File: src/rtl/path_delay_sequencer.sv
`default_nettype none
// ============================================================================
//  Module      : path_delay_sequencer
//  Description : Trial sequencer for single-path delay characterisation.
//                Drives alternating rising/falling launches into the path,
//                strobes an external capture flop, compares the captured
//                value with the expected polarity and counts trials/errors.
//  Revision    : 1.0 - initial release
// ============================================================================
module path_delay_sequencer #(
   parameter int unsigned CNT_W   = 16,
   parameter int unsigned SETTLE  = 4,
   parameter bit          EXP_INV = 1'b0
) (
   input  logic             clk,
   input  logic             rst,
   input  logic             start_i,
   input  logic             abort_i,
   input  logic [CNT_W-1:0] trials_i,
   input  logic             ht_arm_i,
   input  logic             cap_q_i,
   output logic             path_in_o,
   output logic             ht_in1_o,
   output logic             ht_in2_o,
   output logic             cap_en_o,
   output logic             busy_o,
   output logic             done_o,
   output logic [CNT_W-1:0] trial_cnt_o,
   output logic [CNT_W-1:0] err_cnt_o
);

   typedef enum logic [2:0] {
      S_IDLE    = 3'd0,
      S_PRESET  = 3'd1,
      S_LAUNCH  = 3'd2,
      S_CAPTURE = 3'd3,
      S_CHECK   = 3'd4,
      S_FINISH  = 3'd5
   } state_t;

   // Settle counter counts down from SETTLE-1 to 0, giving SETTLE PRESET cycles.
   localparam logic [7:0]       C_SETTLE_LAST = 8'(SETTLE - 1);
   localparam logic [CNT_W-1:0] C_CNT_MAX     = '1;

   state_t           state_q,     state_d;
   logic             edge_q,      edge_d;
   logic             ht_arm_q,    ht_arm_d;
   logic [CNT_W-1:0] tgt_q,       tgt_d;
   logic [7:0]       settle_q,    settle_d;
   logic [CNT_W-1:0] trial_cnt_q, trial_cnt_d;
   logic [CNT_W-1:0] err_cnt_q,   err_cnt_d;
   logic             path_in_q,   path_in_d;
   logic             cap_en_q,    cap_en_d;
   logic             busy_q,      busy_d;
   logic             done_q,      done_d;
   logic             ht_q,        ht_d;

   logic             w_expected;
   logic             w_aborting;

   // The armed trigger inverts the path, so it flips the expected capture value.
   assign w_expected = edge_q ^ EXP_INV ^ ht_arm_q;
   assign w_aborting = abort_i && (state_q != S_IDLE);

   // Next-state, counter and registered-output computation.
   always_comb begin
      state_d     = state_q;
      edge_d      = edge_q;
      ht_arm_d    = ht_arm_q;
      tgt_d       = tgt_q;
      settle_d    = settle_q;
      trial_cnt_d = trial_cnt_q;
      err_cnt_d   = err_cnt_q;
      path_in_d   = path_in_q;
      cap_en_d    = 1'b0;
      done_d      = 1'b0;
      busy_d      = 1'b0;
      ht_d        = 1'b0;

      unique case (state_q)
         S_IDLE: begin
            if (start_i) begin
               tgt_d       = trials_i;
               ht_arm_d    = ht_arm_i;
               trial_cnt_d = '0;
               err_cnt_d   = '0;
               edge_d      = 1'b1;
               if (trials_i == '0) begin
                  state_d = S_FINISH;
               end else begin
                  state_d  = S_PRESET;
                  settle_d = C_SETTLE_LAST;
               end
            end
         end
         S_PRESET: begin
            if (settle_q == 8'd0) begin
               state_d = S_LAUNCH;
            end else begin
               settle_d = settle_q - 8'd1;
            end
         end
         S_LAUNCH: begin
            state_d = S_CAPTURE;
         end
         S_CAPTURE: begin
            state_d = S_CHECK;
         end
         S_CHECK: begin
            if ((cap_q_i != w_expected) && (err_cnt_q != C_CNT_MAX)) begin
               err_cnt_d = err_cnt_q + 1'b1;
            end
            trial_cnt_d = trial_cnt_q + 1'b1;
            edge_d      = ~edge_q;
            if (trial_cnt_d == tgt_q) begin
               state_d = S_FINISH;
            end else begin
               state_d  = S_PRESET;
               settle_d = C_SETTLE_LAST;
            end
         end
         S_FINISH: begin
            state_d = S_IDLE;
         end
         default: begin
            state_d = S_IDLE;
         end
      endcase

      // Abort overrides any transition and freezes the run bookkeeping.
      if (w_aborting) begin
         state_d     = S_IDLE;
         edge_d      = edge_q;
         settle_d    = settle_q;
         trial_cnt_d = trial_cnt_q;
         err_cnt_d   = err_cnt_q;
      end

      // Outputs are derived from the state being entered so they are registered.
      unique case (state_d)
         S_PRESET: begin
            path_in_d = ~edge_d;
            busy_d    = 1'b1;
         end
         S_LAUNCH: begin
            path_in_d = edge_d;
            busy_d    = 1'b1;
         end
         S_CAPTURE: begin
            path_in_d = edge_d;
            cap_en_d  = 1'b1;
            busy_d    = 1'b1;
         end
         S_CHECK: begin
            busy_d = 1'b1;
         end
         S_FINISH: begin
            done_d = 1'b1;
         end
         default: begin
            busy_d = 1'b0;
         end
      endcase

      if (w_aborting) begin
         path_in_d = 1'b0;
         cap_en_d  = 1'b0;
         done_d    = 1'b0;
         busy_d    = 1'b0;
      end

      ht_d = busy_d ? ht_arm_d : 1'b0;
   end

   // State, counters and output registers.
   always_ff @(posedge clk or posedge rst) begin
      if (rst) begin
         state_q     <= S_IDLE;
         edge_q      <= 1'b1;
         ht_arm_q    <= 1'b0;
         tgt_q       <= '0;
         settle_q    <= 8'd0;
         trial_cnt_q <= '0;
         err_cnt_q   <= '0;
         path_in_q   <= 1'b0;
         cap_en_q    <= 1'b0;
         busy_q      <= 1'b0;
         done_q      <= 1'b0;
         ht_q        <= 1'b0;
      end else begin
         state_q     <= state_d;
         edge_q      <= edge_d;
         ht_arm_q    <= ht_arm_d;
         tgt_q       <= tgt_d;
         settle_q    <= settle_d;
         trial_cnt_q <= trial_cnt_d;
         err_cnt_q   <= err_cnt_d;
         path_in_q   <= path_in_d;
         cap_en_q    <= cap_en_d;
         busy_q      <= busy_d;
         done_q      <= done_d;
         ht_q        <= ht_d;
      end
   end

   assign path_in_o   = path_in_q;
   assign ht_in1_o    = ht_q;
   assign ht_in2_o    = ht_q;
   assign cap_en_o    = cap_en_q;
   assign busy_o      = busy_q;
   assign done_o      = done_q;
   assign trial_cnt_o = trial_cnt_q;
   assign err_cnt_o   = err_cnt_q;

endmodule
`default_nettype wire
File: config.mk
export PLATFORM = sky130hd
export DESIGN_NAME = path_delay_sequencer
export DESIGN_NICKNAME = d
export VERILOG_FILES = /design/src/rtl/path_delay_sequencer.sv
export SDC_FILE = /design/constraint.sdc
export NUM_CORES = 1
export LEC_CHECK = 0
export CORE_UTILIZATION = 45
export CTS_CLUSTER_SIZE = 28
export DETAILED_ROUTE_END_ITERATION = 10
export PLACE_DENSITY = 0.65
export SLEW_MARGIN = 20
export SYNTH_ARGS = -nofsm -noshare
export SYNTH_HDL_FRONTEND = slang
export SYNTH_SLANG_ARGS = --single-unit
File: constraint.sdc
create_clock -name clk -period 3.8 [get_ports clk]
set_input_delay 0.95 -clock clk [delete_from_list [all_inputs] [get_ports clk]]
set_output_delay 0.95 -clock clk [all_outputs]
set_load 0.05 [all_outputs]
Yosys cells after proc, flatten, opt, wreduce, memory -nomap -nowiden
Index checks and enable logic that the tools add are counted.
Widths: inputs -> output; s select.
Storage, ports and cells
  register bits after elaboration: 66
  bits in latches: 0
  bits in writable memories: 0
  memory bits (read-only): 0
  bits of input ports: 22
  output and inout bits: 38
  memories: 0
Cells by class
  $add $sub $neg: 3
  multiply operators: 0
  divide/modulo/power cells: 0
  $lt $le $gt $ge: 0
  equality and inequality tests: 17
  shift-type cells: 0
  mux-type cells: 29
  bitwise logic cells: 4
  reductions and logical operators: 15
Operator list (count)
  $pmux 16 s2: 2
  $add 16x1->16 const B: 2
  $mux 16: 2
  $mux 8: 4
  $pmux 8 s3: 1
  $eq 16x16->1: 1
  $logic_not 16->1: 1
  $ne 16x16->1 const B: 1
  $mux 3: 5
  $pmux 3 s5: 1
  $eq 3x2->1 const B: 4
  $mux 1: 12
  $ne 2x2->1 const B: 5
  $eq 3x3->1 const B: 3
  $reduce_bool 3->1: 3
  $logic_not 8->1: 1
  $sub 8x1->8 const B: 1
  $eq 3x1->1 const B: 2
  $reduce_and 6->1: 1
  $pmux 1 s2: 2
  $reduce_and 4->1: 1
  $reduce_or 4->1: 1
  $logic_not 3->1: 1
  $not 1->1: 3
  7 further kinds: 8

Longest topological paths before layout
Gate-level depths: netlist (run 1).
  word-level depth: 10
  depth in mapped cells: 9
  mapped depth without buffers: 8

Worst setup path after synthesis (run 1)
No wires, ideal clock.
  path kind: flip-flop to flip-flop
  start: reg trial_cnt_q[0] (netlist: trial_cnt_o[0])
  end: reg path_in_q (netlist: path_in_o)
  arrival time: 2.947 ns
  data required time: 3.674 ns
  setup slack: 0.727 ns
  stages on the path, launching flop included: 9
  clock period less this slack: 3.073 ns
  path through: dfrtp_1 > ha_1 > nand3_2 > or4_4 > and4_1 > a311oi_2 > nor4_4 > or4b_1 > o311a_1
On the way
  word-level cells in the longest chain between the ends: 9
RTL lines
  start: declaration: RTL line 50  | logic [CNT_W-1:0] trial_cnt_q, trial_cnt_d;
  start signal: assignment: RTL line 196  | trial_cnt_q <= trial_cnt_d;
  $add 16x1->16 *: RTL line 113  | trial_cnt_d = trial_cnt_q + 1'b1;
  $eq 16x16->1 *: RTL line 115  | if (trial_cnt_d == tgt_q) begin
  $mux 3 *: RTL line 115
  $pmux 3 s5 *: RTL line 80  | unique case (state_q)
  $mux 3 *: RTL line 131  | if (w_aborting) begin
  $eq 3x2->1: RTL line 140  | unique case (state_d)
  $reduce_or 2->1 (no line)
  $pmux 1 s2: RTL line 140
  $mux 1: RTL line 165  | if (w_aborting) begin
  end signal: assignment: RTL line 198  | path_in_q <= path_in_d;
  end: declaration: RTL line 52  | logic path_in_q, path_in_d;
Mark *: on every way between the ends. The rest lies on a longest branch, timed or not.
A chain may end at the register's enable or synchronous reset.

Worst setup path after layout (run 1)
  start: reg trial_cnt_q[0] (netlist: trial_cnt_o[0])
  end: reg busy_q (netlist: busy_o)
On the way
  word-level cells in the longest chain between the ends: 9
RTL lines
  $add 16x1->16 *: RTL line 113
  $eq 16x16->1 *: RTL line 115
  $mux 3 *: RTL line 115
  $pmux 3 s5 *: RTL line 80
  $mux 3 *: RTL line 131
  $eq 3x3->1, or another cell as far along: RTL line 140
  $reduce_or 4->1 (no line) *
  $mux 1 *: RTL line 140
  $mux 1 *: RTL line 165
  net busy_d: RTL line 54  | logic busy_q, busy_d;
  end signal: assignment: RTL line 200  | busy_q <= busy_d;
  end: declaration: RTL line 54
Mark *: on every way through the listed nets, which the timed path passes. The rest lies on a longest branch.

==> impl_metrics.tcl, run 1 <==
set metrics [dict create \
    ys_async_sr_fraction_pct 100 \
    port-buffer-count 59 \
    multiInputGateArea_um2 2000 \
    setup-violations-final 0 \
    syn_area_per_cell_um2 8.87 \
    die-area_um2 8760 \
    p_per_area_nw_per_um2 502 \
    io_pins 60 \
    die_y_um 93.6 \
    grt_pass1_vias 3158 \
    layout-drive-gt1-share_pct 9.98 \
    worstSetupEndpoint "busy_o" \
    antenna_found_initial 0 \
    crit_path_start "trial_cnt_o[0]" \
    drtIter0Drc 193 \
    area_delta_synth_final_pct 23.1 \
    antenna_cells 0 \
    p_switching_mw 0.881 \
    ys_warn_count 0 \
    ys_ff_latch 66 \
    fmax_ghz 0.309 \
    crit_required_ns 4.02 \
    p_leak_nw 1.97 \
    vdd_drop_max_v 0.000430 \
    grt_start_max_net_pins 46 \
    dp_hpwl_um 6310 \
    drt_wl_total_um 8820 \
    start_kind "flip-flop" \
    clk_latency_ns 0.34 \
    comb_power_share_pct 34.9 \
    sequentialPowerShare_pct 42.2 \
    rsz0062_at_grt "false" \
    min_path_type "reg -> reg" \
    synth.yosys.seq_area_share_pct 43.8 \
    clock_sinks 66 \
    drv_cap 0 \
    power_frac_clock_pct 23.0 \
    grt-ovfl-total 0 \
    postRouteAntennaNets 0 \
    cts.htree.levels 3 \
    crit_type "reg -> reg" \
    seq_area_um2 1650 \
    cts_root_buf "clkbuf_8" \
    fin_area_um2 4650 \
    cp_max_fo 10 \
    r2r_start "trial_cnt_o[0]" \
    grt_pass1_wl_um 14900 \
    ys_types 64 \
    clockBufferDepth 2 \
    floorplan.initialDensity_pct 46.2 \
    post-route-min-period_ns 3.24 \
    post_cts_buffers 0 \
    num-fill-cells 764 \
    drc 0 \
    setup_tns_ns 0 \
    status "finished clean" \
    place_congestion 0.877 \
    final_nets 512 \
    end_kind "flip-flop" \
    ff2ff_setup_slack_ns 0.56 \
    hold_viol_final 0 \
    rows 33 \
    swShare_pct 37.8 \
    synth_edf_count 0 \
    vias 3282 \
    synthFlopType "dfrtp_1" \
    synth_area_um2 3780 \
    cts.clk_slew.worst_paths_ns 0.07 \
    post_cts_resized 0 \
    cts_tree "done" \
    r2r_cells 8 \
    slew_violations 0 \
    drt-pass1-iter-count 4 \
    numCtsBuffers 9 \
    synthCells 426 \
    skew_ns 0.0101 \
    viasPerCell 5.51 \
    postPlaceCellArea_um2 4480 \
    cts-hold-fix-buffers 0 \
    core_area_um2 8180 \
    slew_headroom_pct 38.9 \
    rr_endpoint "busy_o" \
    internal_power_mw 1.45 \
    arrival_ns 3.46 \
    drt-wirelength-per-cell_um 14.8 \
    worst_pin_slew_ns 0.915 \
    min_period_over_period_pct 85.2 \
    track_usage_pct 21.7 \
    die_w_um 93.6 \
    syn_nets 452 \
]
==> power by group through the flow <==
stage,combinational (mW),clock [mW],sequential (mW)
3_3_place_gp,0.797,0,0.993
4_1_cts,0.817,0.554,0.981
5_1_grt,0.902,0.584,1.00
3_5_place_dp,0.809,0,0.994
6_report,0.814,0.536,0.983
2_1_floorplan,0.593,0,1.00
==> worst min-delay path by stage <==
stage,slack (ns),to,cells after the start,start
6_report,0.50,tgt_q[1],2,tgt_q[1]
5_1_grt,0.53,tgt_q[12],2,tgt_q[12]
4_1_cts,0.50,tgt_q[1],2,tgt_q[1]
3_5_place_dp,0.49,tgt_q[1],2,tgt_q[1]
3_3_place_gp,0.49,tgt_q[1],2,tgt_q[1]
2_1_floorplan,0.47,tgt_q[0],2,tgt_q[0]
==> cell usage in the layout, fill, tap and decap left out, types with 3 or more instances in the layout <==
cell / n
a21oi_1: 13
and3_1: 5
buf_4: 9
clkbuf_8: 11
clkdlybuf4s50_1: 59
clkinv_2: 3
dfrtp_1: 65
ha_1: 4
inv_1: 7
nand2_1: 84
nand2b_1: 6
nand3_1: 11
nand3b_1: 3
nand4_1: 7
nor2_1: 37
nor3_1: 14
nor4_1: 7
o21ai_0: 34
o22ai_1: 3
o31ai_1: 9
or2_2: 5
or3_1: 5
xnor2_1: 22
xor2_1: 16
==> sequential cells by signal, summed over array words and instances (netlist names), 3 cells and up <==
| register | count |
|---|---|
| err_cnt_o | 16 |
| settle_q | 8 |
| state_q | 3 |
| tgt_q | 16 |
| trial_cnt_o | 16 |
==> final cells by class <==
type                            instances  area share [%]
Sequential cell                        66            35.5
Timing Repair Buffer                   68            14.2
Multi-Input combinational cell        333            43.1
Clock buffer                           13            3.42
Inverter                                8           0.646
Clock inverter                          3           0.323
Tap cell                              105            2.83
==> worst max-delay path: stages (launching register included) <==
cell and delay [ns]:
dfrtp_1 0.49, ha_1 0.32, nand3_2 0.21, nor4_1 0.64, xnor2_1 0.20, o211ai_2 0.13, nor4_4 0.63, nor2_2 0.10
or3_1 0.39
==> synthesized netlist by cell type (all sizes together), types with 4 or more instances <==
| master | n | area share, % |
|---|---|---|
| nand2 | 84 | 8.3 |
| dfrtp | 65 | 43 |
| nor2 | 39 | 3.9 |
| o21ai | 34 | 4.5 |
| xnor2 | 22 | 5.1 |
| xor2 | 16 | 3.7 |
| clkbuf | 15 | 1.6 |
| nor3 | 15 | 2.1 |
| a21oi | 13 | 1.7 |
| nand3 | 13 | 2.0 |
| nor4 | 9 | 2.3 |
| o31ai | 9 | 1.8 |
| inv | 8 | 0.79 |
| nand4 | 8 | 1.5 |
| and3 | 6 | 1.0 |
| nand2b | 6 | 0.99 |
| or2 | 5 | 0.83 |
| or3 | 5 | 0.83 |
| buf | 4 | 0.89 |
| ha | 4 | 1.3 |
==> through the flow <==
| step | instances | setup slack [ns] | power, mW | hold slack (ns) | util (%) |
|---|---|---|---|---|---|
| 2_1_floorplan | 426 | 0.727 | 1.60 | 0.465 | - |
| 3_3_place_gp | 580 | 0.517 | 1.79 | 0.486 | 54.7 |
| 3_5_place_dp | 580 | 0.431 | 1.80 | 0.487 | 54.7 |
| 4_1_cts | 596 | 0.554 | 2.35 | 0.504 | 56.9 |
| 5_1_grt | 596 | 0.354 | 2.49 | 0.530 | 56.9 |
| 6_report | 596 | 0.561 | 2.33 | 0.496 | 56.9 |
==> metal layers <==
| layer | routed length (µm) | vias up | track usage [%] |
|---|---|---|---|
| li1 | - | 1606 | - |
| met1 | 3980 | 1574 | 28.4 |
| met2 | 4340 | 88 | 36.3 |
| met3 | 395 | 14 | 5.20 |
| met4 | 92 | 0 | 5.13 |
| met5 | 0 | - | 0 |
==> kinds of logic after synthesis <==
logic type | Yosys count | synth area share (%)
simple gates | 207 | 27.5
flops | 66 | 43.8
mux | 3 | 0.927
fa+ha+maj | 4 | 1.32
compound gates | 80 | 13.7
xor+xnor | 39 | 9.51
buf+inv | 27 | 3.28
No activity file was read; power rests on OpenSTA's default activity.
==> run 2: changes to the inputs <==
ABC_AREA = 1   (was not set)
CORE_MARGIN = 2   (was not set)
PLACE_DENSITY = 0.64   (was 0.65)
==> impl_metrics.tcl, run 2 <==
set metrics [dict create \
    grt_pass1_wl_um 16200 \
    comb_power_share_pct 38.1 \
    min_path_type "reg -> reg" \
    mostFrequentLayoutCell "nand2_1" \
    cp_max_fo 7 \
    synth.most_common_cell "nand2_1" \
    placed_cells 690 \
    fin_total_pwr_mw 2.51 \
    track_usage_pct 20.9 \
    hold_viol_final 0 \
    synth_xor_area_share_pct 5.03 \
    worst_pin_slew_ns 0.835 \
    viasPerCell 5.07 \
    vias 3582 \
    critPathMaxStageDelay_ns 0.86 \
    swShare_pct 40.1 \
    place_congestion 0.840 \
    io_pins 60 \
    post-route-min-period_ns 2.64 \
    critical_path_buf_inv_count 1 \
    status "finished clean" \
    num-fill-cells 813 \
    synthTopCellsByCount "nand2_1 (143), dfrtp_1 (65), inv_1 (61), nand3_1 (52), nor2_1 (49)" \
    path_cells "clkdlybuf4s50_1" \
    rsz0062_at_grt "false" \
    layout-drive-gt1-share_pct 7.86 \
    port-buffer-count 59 \
    drt-wirelength-per-cell_um 13.3 \
    ys_types 36 \
    drt-pass1-iter-count 4 \
    post_cts_buffers 0 \
    clockBufferDepth 2 \
    die_y_um 97.5 \
    floorplan.initialDensity_pct 45.7 \
    die-area_um2 9500 \
    p_switching_mw 1.00 \
    cts_root_buf "clkbuf_8" \
    cpMaxStageDelayCell "clkdlybuf4s50_1" \
    grt_pass1_vias 3411 \
    synth.yosys.seq_area_share_pct 42.1 \
    grt-ovfl-total 0 \
    ys_warn_count 0 \
    fmax_ghz 0.379 \
    synth_edf_count 0 \
    drtIter0Drc 189 \
    start_kind "flip-flop" \
    vdd_drop_max_v 0.000454 \
    drt_wl_total_um 9390 \
    cts_tree "done" \
    syn_area_per_cell_um2 7.42 \
    slew_violations 0 \
    end_kind "output pin" \
    synthCells 530 \
    arrival_ns 1.69 \
    rows 34 \
    antenna_cells 0 \
    antenna_found_initial 0 \
    postRouteAntennaNets 0 \
    clk_latency_ns 0.34 \
    cts.clk_slew.worst_paths_ns 0.07 \
    dp_hpwl_um 6920 \
    ys_ff_latch 66 \
    synthSimpleGateAreaFrac_pct 35.5 \
    drc 0 \
    cts.htree.levels 3 \
    synth_area_um2 3930 \
    post_cts_resized 0 \
    synth_area_leaders "dfrtp_1 (41%), nand2_1 (14%), nand3_1 (6.6%)" \
    synth_compound_area_share_pct 8.31 \
    grt_start_max_net_pins 67 \
    crit_type "reg -> out" \
    instances_no_fill 706 \
    synthAdderAreaFrac_pct 1.27 \
    ys_async_sr_fraction_pct 100 \
    core_area_um2 8590 \
    fin_ws_ns 1.16 \
    drv_cap 0 \
    skew_ns 0.00855 \
    mostFrequentLayoutCells "nand2_1 (143), dfrtp_1 (65), inv_1 (60), clkdlybuf4s50_1 (59), nand3_1 (52)" \
    min_period_over_period_pct 69.4 \
    place_ws_ns 0.872 \
    synth_top_area_share_pct 41.4 \
    numCtsBuffers 9 \
    setup-violations-final 0 \
    p_leak_nw 2.09 \
    synthMuxAreaShare_pct 0 \
    synthFlopType "dfrtp_1" \
    p_per_area_nw_per_um2 522 \
    setup_tns_ns 0 \
    area_delta_synth_final_pct 22.2 \
    power_frac_clock_pct 21.9 \
    yosysTopAreaCell "dfrtp_1" \
    cts-hold-fix-buffers 0 \
    clock_sinks 66 \
    final_nets 619 \
    slew_headroom_pct 44.4 \
    synth_top_family_by_area "simple AND/OR/NAND/NOR gates" \
    sequentialPowerShare_pct 40.0 \
    internal_power_mw 1.50 \
    syn_nets 556 \
    cpLargestDelayFamily "buffers and inverters" \
    crit_required_ns 2.85 \
    die_w_um 97.5 \
]
run 2: cell types whose count changed after synthesis, moves of 6 or more:
cell      change
nand2_1      +59
inv_1        +53
nand3_1      +41
xnor2_1      -15
nor2_1       +11
nand4_1      +10
o21ai_1       +9
clkbuf_1      -8
o31ai_1       -8
a21oi_1       -6
nand2b_1      -6
nand3b_1      +6
nor3_1        -6
run 2: cell families after synthesis:
group | count (synthesis)
and+or+nand+nor | 302
adders and majority gates | 4
xor gates and xnor gates | 21
AOI/OAI and AO/OA | 61
DFF | 66
buffers and inverters | 76
run 2: routing by layer:
metal,track usage (%),vias up,wire length (µm)
li1,-,1845,-
met1,29.4,1638,4340
met2,31.8,85,4400
met3,3.67,14,451
met4,8.87,0,201
met5,0,-,0
run 2: cell type report:
| type | instances | area, µm² | area share, % |
|---|---|---|---|
| Timing Repair Buffer | 63 | 621 | 12.9 |
| Clock inverter | 2 | 10.0 | 0.208 |
| Tap cell | 108 | 135 | 2.81 |
| Clock buffer | 14 | 173 | 3.59 |
| Multi-Input combinational cell | 388 | 1970 | 41.0 |
| Inverter | 65 | 244 | 5.08 |
| Sequential cell | 66 | 1650 | 34.4 |
run 2: power groups by stage:
stage	logic [mW]	clock network [mW]	registers [mW]
2_1_floorplan	0.685	0	1.06
3_3_place_gp	0.942	0	1.01
3_5_place_dp	0.962	0	1.01
4_1_cts	0.965	0.562	1.00
5_1_grt	1.09	0.594	1.02
6_report	0.956	0.548	1.00
run 2: final timing paths:
path | depth (start not counted) | start | slack, ns | endpoint
max | 1 | err_cnt_o[0] | 1.16 | err_cnt_o[0]
min | 2 | settle_q[0] | 0.49 | settle_q[0]
max reg2reg | 11 | err_cnt_o[0] | 1.37 | err_cnt_o[0]
min reg2reg | 2 | settle_q[0] | 0.49 | settle_q[0]
max in group asynchronous | 3 | rst | 2.09 | settle_q[6]
min in group asynchronous | 3 | rst | 1.16 | err_cnt_o[8]
run 2: through the flow:
step	hold WS (ns)	area, µm²	utilization (%)
floorplan	0.455	3930	-
global placement	0.463	4620	53.8
detailed placement	0.471	4620	53.8
CTS	0.488	4800	55.9
global route	0.526	4800	55.9
finish	0.486	4800	55.9
==> run 3: changes to the inputs <==
clock period = 2.59 ns   (was 3.8 ns; I/O delays follow)
==> impl_metrics.tcl, run 3 (same netlist as run 2, synthesis figures left out) <==
set metrics [dict create \
    hold_viol_final 0 \
    hold-path-endpoint "settle_q[0]" \
    postRouteAntennaNets 0 \
    floorplan.initialDensity_pct 45.7 \
    place_congestion 0.825 \
    cp_max_fo 7 \
    cts.clk_slew.worst_paths_ns 0.07 \
    grt_start_max_net_pins 22 \
    post-route-min-period_ns 2.34 \
    cts_root_buf "clkbuf_8" \
    slew_headroom_pct 66.3 \
    skew_ns 0.00667 \
    die_y_um 97.5 \
    p_leak_nw 2.14 \
    rows 34 \
    cts.htree.levels 3 \
    place_ws_ns 0.163 \
    grt_pass1_vias 3697 \
    drt_wl_total_um 9840 \
    vdd_drop_max_v 0.000574 \
    critical_path_buf_inv_count 1 \
    drt-wirelength-per-cell_um 13.7 \
    min_from "settle_q[0]" \
    critPathMaxStageDelay_ns 0.86 \
    cts-hold-fix-buffers 0 \
    clockBufferDepth 2 \
    area_delta_synth_final_pct 24.6 \
    start_kind "flip-flop" \
    fin_total_pwr_mw 3.75 \
    placed_cells 701 \
    vias 3716 \
    mostFrequentLayoutCell "nand2_1" \
    die_w_um 97.5 \
    final_nets 630 \
    cts_tree "done" \
    cpLargestDelayFamily "buffers and inverters" \
    viasPerCell 5.19 \
    drt-pass1-iter-count 4 \
    fin_ws_ns 0.253 \
    drtIter0Drc 233 \
    arrival_ns 1.69 \
    worst_pin_slew_ns 0.504 \
    clk_latency_ns 0.34 \
    grt-ovfl-total 0 \
    end_kind "output pin" \
    layout-drive-gt1-share_pct 9.54 \
    track_usage_pct 22.0 \
    rr_endpoint "settle_q[4]" \
    crit_required_ns 1.94 \
    min_path_type "reg -> reg" \
    instances_no_fill 716 \
    drc 0 \
    io_pins 60 \
    ff2ff_setup_slack_ns 0.27 \
    grt_pass1_wl_um 17100 \
    r2r_start "trial_cnt_o[0]" \
    core_area_um2 8590 \
    slew_violations 0 \
    setup_tns_ns 0 \
    path_cells "clkdlybuf4s50_1" \
    num-fill-cells 807 \
    cpMaxStageDelayCell "clkdlybuf4s50_1" \
    worstHoldPathCells 2 \
    rsz0062_at_grt "false" \
    min_period_over_period_pct 90.2 \
    p_per_area_nw_per_um2 765 \
    fin_hold_ws_ns 0.487 \
    numCtsBuffers 9 \
    crit_type "reg -> out" \
    setup-violations-final 0 \
    drv_cap 0 \
    post_cts_resized 0 \
    clock_sinks 66 \
    port-buffer-count 59 \
    mostFrequentLayoutCells "nand2_1 (143), dfrtp_1 (65), inv_1 (60), clkdlybuf4s50_1 (59), nand3_1 (52)" \
    r2r_cells 14 \
    antenna_cells 0 \
    antenna_found_initial 0 \
    die-area_um2 9500 \
    post_cts_buffers 0 \
    status "finished clean" \
    fmax_ghz 0.428 \
    dp_hpwl_um 7410 \
]
-- run 3: worst max path at each step --
| stage | startpoint | endpoint | cells past startpoint |
|---|---|---|---|
| 2_1_floorplan | rst | busy_o | 1 |
| 3_3_place_gp | cap_q_i | err_cnt_o[3] | 10 |
| 3_5_place_dp | trials_i[5] | settle_q[5] | 11 |
| 4_1_cts | err_cnt_o[0] | err_cnt_o[0] | 1 |
| 5_1_grt | trial_cnt_o[0] | ht_in1_o | 14 |
| 6_report | err_cnt_o[0] | err_cnt_o[0] | 1 |
-- run 3: power breakdown --
group	internal (mW)	switching (mW)
Combinational	0.570	0.929
Sequential	1.27	0.203
Clock	0.390	0.381
-- run 3: through the flow --
stage          util, %  area [µm²]
2_1_floorplan        -        3930
3_3_place_gp      55.0        4730
3_5_place_dp      55.0        4730
4_1_cts           57.0        4900
5_1_grt           57.0        4900
6_report          57.0        4900
-- run 3: cell type report --
cell class / count / area (µm²) / area share (%)
multi-input combinational: 388 / 1970 / 40.2
timing repair buffer: 74 / 728 / 14.9
sequential: 66 / 1650 / 33.7
clock inverter: 3 / 15.0 / 0.307
inverter: 65 / 244 / 4.98
clock buffer: 12 / 155 / 3.17
tap: 108 / 135 / 2.76
-- run 3: worst reg2reg max path, cell delays in order (launching register included) --
cell	delay [ns]
dfrtp_1	0.45
ha_1	0.25
nand3_1	0.14
nor2_1	0.26
nand2_1	0.08
nand2_1	0.11
nor2_1	0.05
nor2_1	0.10
nand2_1	0.06
nor2_1	0.13
nand3_2	0.15
nand2_4	0.18
buf_4	0.17
nand2_1	0.05
o21ai_1	0.07
-- run 3: per-layer routing --
| metal | GRT usage (%) | share of wire (%) | vias to the layer above |
|---|---|---|---|
| met5 | 0 | 0 | - |
| met1 | 29.7 | 47 | 1747 |
| met2 | 35.4 | 47 | 85 |
| li1 | - | - | 1867 |
| met4 | 6.73 | 1.7 | 0 |
| met3 | 5.11 | 4.4 | 17 |
